--- config.mk ---
export PLATFORM = sky130hd
export DESIGN_NAME = lcd_mode_sched
export DESIGN_NICKNAME = d
export VERILOG_FILES = /design/src/rtl/lcd_mode_sched.sv
export SDC_FILE = /design/constraint.sdc
export NUM_CORES = 1
export LEC_CHECK = 0
export BUFFER_PORTS_ARGS = -buffer_cell sky130_fd_sc_hd__buf_2
export CORE_MARGIN = 3
export CORE_UTILIZATION = 45
export DETAILED_ROUTE_END_ITERATION = 12
export GPL_ROUTABILITY_DRIVEN = 0
export PLACE_DENSITY = 0.78
export REMOVE_ABC_BUFFERS = 1
export SYNTH_ARGS = -nofsm -noshare
export SYNTH_HDL_FRONTEND = slang
export SYNTH_SLANG_ARGS = --single-unit
--- constraint.sdc ---
create_clock -name i_clk -period 1.7 [get_ports i_clk]
set_input_delay 0.255 -clock i_clk [delete_from_list [all_inputs] [get_ports i_clk]]
set_output_delay 0.255 -clock i_clk [all_outputs]
set_load 0.01 [all_outputs]
--- src/rtl/lcd_mode_sched.sv ---
// Display-mode scheduler: debounced mode button, frame-aligned source switching, inactivity return.
// Optional macro BLANK_FRAME_EN blanks data_char for the frame that follows every switch.
module lcd_mode_sched #(
    parameter int DEB_CNT   = 8,
    parameter int TIMEOUT_S = 30
) (
    input  logic       i_clk,
    input  logic       i_rst,
    input  logic       i_en_1hz,
    input  logic       i_en_tick,
    input  logic       i_btn_mode,
    input  logic       i_lock_watch,
    input  logic [4:0] i_index_char,
    input  logic [7:0] i_data_mode0,
    input  logic [7:0] i_data_mode1,
    input  logic [7:0] i_data_mode2,
    output logic [7:0] o_data_char,
    output logic [1:0] o_mode,
    output logic       o_pending,
    output logic       o_set_active
);

    typedef enum logic [1:0] {
        S_IDLE   = 2'd0,
        S_PEND   = 2'd1,
        S_SWITCH = 2'd2
    } state_t;

    localparam logic [7:0] DEB_LAST = 8'(DEB_CNT - 1);
    localparam logic [7:0] TO_MAX   = 8'(TIMEOUT_S);

    function automatic logic [1:0] inc_mod3(input logic [1:0] m);
        return (m == 2'd2) ? 2'd0 : m + 2'd1;
    endfunction

    function automatic logic [7:0] sat_inc(input logic [7:0] c);
        return (c >= TO_MAX) ? TO_MAX : c + 8'd1;
    endfunction

    logic       r_btn_s1;
    logic       r_btn_s2;
    logic       r_deb_level;
    logic [7:0] r_deb_cnt;
    logic       r_press;
    logic [4:0] r_idx_prev;
    logic [7:0] r_to_cnt;
    state_t     r_state;
    state_t     w_state_nxt;
    logic [1:0] r_target;
    logic [1:0] w_target_nxt;
    logic [1:0] r_mode;
    logic       r_set_active;
    logic       w_boundary;
    logic       w_press_ok;
    logic       w_expired;
    logic [7:0] w_src_char;

    // Synchroniser and frame-index history carry no control meaning; left unreset.
    always_ff @(posedge i_clk) begin
        r_btn_s1   <= i_btn_mode;
        r_btn_s2   <= r_btn_s1;
        r_idx_prev <= i_index_char;
    end

    // Debounce: count consecutive ticks that disagree with the accepted level.
    always_ff @(posedge i_clk) begin
        if (i_rst) begin
            r_deb_level <= 1'b0;
            r_deb_cnt   <= 8'd0;
            r_press     <= 1'b0;
        end else begin
            r_press <= 1'b0;
            if (i_en_tick) begin
                if (r_btn_s2 != r_deb_level) begin
                    if (r_deb_cnt == DEB_LAST) begin
                        r_deb_level <= r_btn_s2;
                        r_deb_cnt   <= 8'd0;
                        r_press     <= r_btn_s2;
                    end else begin
                        r_deb_cnt <= r_deb_cnt + 8'd1;
                    end
                end else begin
                    r_deb_cnt <= 8'd0;
                end
            end
        end
    end

    assign w_boundary = (i_index_char == 5'd0) && (r_idx_prev == 5'd31);
    assign w_press_ok = r_press && !i_lock_watch;
    assign w_expired  = (r_to_cnt == TO_MAX);

    always_ff @(posedge i_clk) begin
        if (i_rst) begin
            r_to_cnt <= 8'd0;
        end else if ((r_state == S_SWITCH) || w_press_ok) begin
            r_to_cnt <= 8'd0;
        end else if (i_en_1hz && (r_mode != 2'd0) && (r_state == S_IDLE) && !i_lock_watch) begin
            r_to_cnt <= sat_inc(r_to_cnt);
        end
    end

    always_ff @(posedge i_clk) begin
        if (i_rst) begin
            r_state  <= S_IDLE;
            r_target <= 2'd0;
        end else begin
            r_state  <= w_state_nxt;
            r_target <= w_target_nxt;
        end
    end

    always_comb begin
        w_state_nxt  = r_state;
        w_target_nxt = r_target;
        case (r_state)
            S_IDLE: begin
                if (i_lock_watch && (r_mode != 2'd0)) begin
                    w_state_nxt  = S_PEND;
                    w_target_nxt = 2'd0;
                end else if (w_press_ok) begin
                    w_state_nxt  = S_PEND;
                    w_target_nxt = inc_mod3(r_mode);
                end else if (w_expired && (r_mode != 2'd0)) begin
                    w_state_nxt  = S_PEND;
                    w_target_nxt = 2'd0;
                end
            end
            S_PEND: begin
                if (i_lock_watch && (r_mode == 2'd0)) begin
                    w_state_nxt = S_IDLE;
                end else begin
                    // A press coinciding with the boundary is dropped; the old target is taken.
                    if (i_lock_watch) begin
                        w_target_nxt = 2'd0;
                    end else if (w_press_ok && !w_boundary) begin
                        w_target_nxt = inc_mod3(r_target);
                    end
                    if (w_boundary) begin
                        w_state_nxt = S_SWITCH;
                    end
                end
            end
            S_SWITCH: w_state_nxt = S_IDLE;
            default:  w_state_nxt = S_IDLE;
        endcase
    end

    always_ff @(posedge i_clk) begin
        if (i_rst) begin
            r_mode       <= 2'd0;
            r_set_active <= 1'b0;
        end else if (r_state == S_SWITCH) begin
            r_mode       <= r_target;
            r_set_active <= (r_target == 2'd1);
        end
    end

    always_comb begin
        case (r_mode)
            2'd0:    w_src_char = i_data_mode0;
            2'd1:    w_src_char = i_data_mode1;
            2'd2:    w_src_char = i_data_mode2;
            default: w_src_char = 8'h20;
        endcase
    end

`ifdef BLANK_FRAME_EN
    logic r_blank;

    always_ff @(posedge i_clk) begin
        if (i_rst) begin
            r_blank <= 1'b0;
        end else if (r_state == S_SWITCH) begin
            r_blank <= 1'b1;
        end else if (w_boundary) begin
            r_blank <= 1'b0;
        end
    end

    assign o_data_char = r_blank ? 8'h20 : w_src_char;
`else
    assign o_data_char = w_src_char;
`endif

    assign o_mode       = r_mode;
    assign o_pending    = (r_state == S_PEND);
    assign o_set_active = r_set_active;

endmodule
# Word level (Yosys, flattened, before mapping)
# Cells that the tools add are included.
# Widths: inputs -> output; s select.
[totals]
reg_bits = 32
input_bits = 35
output_inout_bits = 12
wordCells = 74
[op_classes]
n_eq_ne = 14
add_sub_neg = 4
muxes = 19
bitwise_logic = 3
n_reduce_logical = 22
n_lt_le_gt_ge = 1
[ops]
columns = ["cell", "count"]
rows = [
  ["$mux 2", 13],
  ["$mux 8", 3],
  ["$pmux 8 s3", 1],
  ["$add 8x1->8 const B", 2],
  ["$logic_and 1x1->1", 9],
  ["$eq 8x3->1 const B", 1],
  ["$eq 8x5->1 const B", 1],
  ["$ge 8x5->1 const B", 1],
  ["$pmux 2 s2", 2],
  ["$eq 2x1->1 const B", 3],
  ["$eq 2x2->1 const B", 3],
  ["$eq 5x5->1 const B", 1],
  ["$logic_not 5->1", 1],
  ["$add 2x1->2 const B", 2],
  ["$logic_not 2->1", 2],
  ["$ne 4x2->1 const B", 1],
  ["$reduce_and 4->1", 1],
  ["$reduce_bool 2->1", 2],
  ["$reduce_or 4->1", 1],
  ["$ne 3x1->1 const B", 1],
  ["$ne 3x2->1 const B", 1],
  ["$not 1->1", 3],
  ["$reduce_and 3->1", 1],
  ["$logic_not 1->1", 2],
  ["other kinds (5)", 5],
]

# Longest topological paths before layout
[logic_depth]
ltp_word = 8
mapped_depth = 6
ltp_nobuf = 6

# Worst setup path after synthesis
# Ideal clock, no wire load.
[synth_path]
path_type = "flip-flop to flip-flop"
startpoint = "register r_to_cnt[5]"
endpoint = "register r_target[0]"
t_required_ns = 1.608
synth_period_minus_slack_ns = 1.806
path_stages_with_launch = 5
path_buffers = 0
path_slack_ns = -0.106
setup_ns = 0.092
t_arrival_ns = 1.714
path_cell_list = "dfxtp_1 > or3_4 > or4_4 > a211o_1 > o32ai_1"
[synth_via]
elab_chain_cells = 4
[synth_lines]
columns = ["element", "line_no", "text"]
rows = [
  ["start: declaration", "46", "logic [7:0] r_to_cnt;"],
  ["start signal: assignment", "99", "r_to_cnt <= sat_inc(r_to_cnt);"],
  ["$eq 8x5->1", "91", "assign w_expired = (r_to_cnt == TO_MAX);"],
  ["$logic_and 1x1->1", "124", "end else if (w_expired && (r_mode != 2'd0)) begin"],
  ["$ne 4x2->1 (no source line)", "--", ""],
  ["$reduce_and 4->1 (no source line)", "--", ""],
  ["end signal: assignment", "109", "r_target <= w_target_nxt;"],
  ["end: declaration", "49", "logic [1:0] r_target;"],
]
# No other way between the ends.
# A chain may end at the register's enable or synchronous reset.

# Worst setup path in the final report
[layout_path]
startpoint = "register r_to_cnt[6]"
endpoint = "register r_target[1]"
# The elaborated chain is that of the path after synthesis.

==> out/metrics.csv <==
metric;value;unit
outcome;complete, but fails checks;
violations;negative setup slack;
worstRegToRegCells;4;
die-area;4410;um2
leakagePower;0.925;nW
hp-start;i_index_char[4];
cts_tree;yes;
fin_ws;-0.122;ns
maxSlewViolCount;0;
fillers;302;
synth_edf_count;0;
io_buffer_count;46;
cts_root_buffer;clkbuf_4;
path_cells;or3_4 -> or4_4 -> a211o_1 -> o32ai_1;
combinationalPowerShare;8.5;%
avgSynthCellArea;8.69;um2
final_util;65.3;%
rows;21;
area_growth;36.0;%
overflow;0;
max-vdd-ir-drop;0.503;mV
finalHoldViolCount;0;
cts.clk_slew.worst_paths;0.10;ns
tightest_slew;0.443;ns
die_h;66.4;um
grt_pass1_vias;1441;
antenna_found_initial;0;
power-per-cell-area;614;nW/um2
p_int;1.05;mW
worstPathArrival;2.08;ns
wire_per_inst;13.0;um
report.final.setup_viol;3;
p_sw_share;23.4;%
dpl.cell_count;295;
dp_hpwl;2870;um
drive_gt1_share;36.8;%
power.switching;0.321;mW
reg2reg_from;r_to_cnt[6];
netlist_instances;189;
timing.critical_path.from;r_to_cnt[6];
worstSetupPathType;reg2reg;
viasPerCell;5.50;
clk_latency;0.35;ns
synth_area_leaders;dfxtp_1 39%, mux2i_1 6.7%, o21ai_0 3.4%;
synth_flop_cell;dfxtp_1;
vias;1672;
synth_top_area_cell;dfxtp_1;
numCtsBuffers;5;
min_path_type;in2reg;
drt_pass1_iterations;4;
ys_ff_latch;32;
slowest_stage;or4_4;
cp-start-kind;flop;
seq_power_share;55.5;%
layout_min_cycle_time;1.82;ns
cp-end-kind;flop;
core;3420;um2
holdPathStages;1;
finalNonFillerCells;304;
fmax;0.549;GHz
fin_crit_sh;107;%
ys_seq_area_share;39.0;%
clk_path_buf_depth;2;
drc;0;
clock_skew;0.0102;ns
yosysWarnings;0;
start_util;48.1;%
drtIter0Drc;50;
nNetsFinal;296;
p_clk_share;36.0;%
pin_count;47;
grt_max_degree;14;
postRouteWirelength;3960;um
fin_area;2230;um2
clkSinkCount;32;
rsz0062_at_grt;yes;
cp.required;1.96;ns
grt_pass1_wl;6070;um
max_cap_violations;0;
critical_path.max_fanout;3;
slew_headroom;70.2;%
track_usage;18.0;%
place_area;2070;um2
ctsHtreeMaxLevel;2;
die_w;66.4;um
dp_slack;-0.165;ns
cpPeakStageDelay;0.51;ns
n_antenna_cell;0;
netlist_area;1640;um2
synth_top_area_share;39.0;%
ys_async_sr_fraction;0;%
ys_types;43;
drtAntennaViolNets;0;
timing.setup.tns;-0.292;ns
[metrics by stage]
step                      hold slack, ns  power [mW]
final                             0.0116        1.37
after global routing           -0.000920        1.43
after CTS                        0.00527        1.39
after detailed placement           0.312       0.893
after global placement             0.312       0.891
after floorplan                    0.283       0.821
[power by group through the flow]
stage	Clock, mW	Combinational [mW]	Sequential, mW
2_1_floorplan	0	0.0409	0.781
3_3_place_gp	0	0.110	0.781
3_5_place_dp	0	0.112	0.782
4_1_cts	0.508	0.115	0.764
5_1_grt	0.538	0.128	0.762
6_report	0.493	0.116	0.761
[cells in the final DEF (no fill, tap or decap), types with 5 or more instances in the layout]
master and n:
buf_2 46, dfxtp_1 29, buf_4 21, nand2_1 12
mux2i_1 11, o21ai_0 10, nor2_1 10, inv_1 8
a21oi_1 8, nand3_1 6, a31oi_1 6, nand2b_1 5
nand4_1 5, and3_1 5, a311oi_1 5, clkbuf_4 5
[cell families (layout without fill, tap and decap cells)]
kind of cell	count (synthesis)	in the layout	share of synthesized area, %
AND/OR/NAND/NOR	72	72	24.7
AO/OA/AOI/OAI	48	48	20.5
flip-flops	32	32	39.0
buffers and inverters	18	87	4.12
multiplexers	11	11	6.71
XOR/XNOR	5	5	2.67
adder cells (fa/ha/maj)	3	3	2.29
[cell usage after synthesis (all sizes together), types with 4 or more instances]
library cell  instances
nand2                13
a21oi                 8
a31oi                 6
nor3                  4
nand2b                5
dfxtp                32
mux2i                11
nand3b                4
nand3                 6
a311oi                5
nor2b                 4
nand4                 5
or3                   4
o21ai                11
and3                  6
inv                   8
nor2                 10
clkbuf                7
[path summary, 6_finish.rpt]
kind	to	slack (ns)
worst max-delay path	r_target[1]	-0.12
worst min-delay path	r_idx_prev[4]	0.01
worst max register to register	r_target[1]	-0.12
worst min register to register	r_btn_s2	0.33
[flip-flops by register name, indices dropped and copies added, names as in the netlist, 2 cells and up]
name	count
r_deb_cnt	8
o_mode	2
r_idx_prev	5
r_to_cnt	8
r_target	2
r_state	2
[final cells by class]
type                       instances  area [um2]  share of cell area, %
sequential                        32         649                   29.1
inverter                           8        30.0                   1.35
tap                               46        57.6                   2.58
multi-input combinational        139         987                   44.2
clock buffer                       7        65.1                   2.91
timing repair buffer              72         443                   19.8
[worst max-delay path: cells and delay by family (launching register included)]
family | cells | cell delay [ns]
flip-flops | 1 | 0.32
AO/OA/AOI/OAI | 2 | 0.54
AND/OR/NAND/NOR | 2 | 0.90
[timing repair]
| action | in CTS | in global routing |
|---|---|---|
| setup endpoints to repair | 11 | 18 |
| pin swaps | 6 | 0 |
| resized for setup | 7 | 12 |
| hold endpoints to repair | 1 | 0 |
| setup buffers | 0 | 1 |
| hold buffers | 1 | 0 |
[routing by layer]
metal	vias up	global-route usage, %	wire length (um)
met5	-	0	0
met4	0	9.14	102
met3	9	6.29	377
met2	67	31.5	1770
met1	751	19.0	1700
li1	845	-	-
Power figures use the tool's default switching activity.
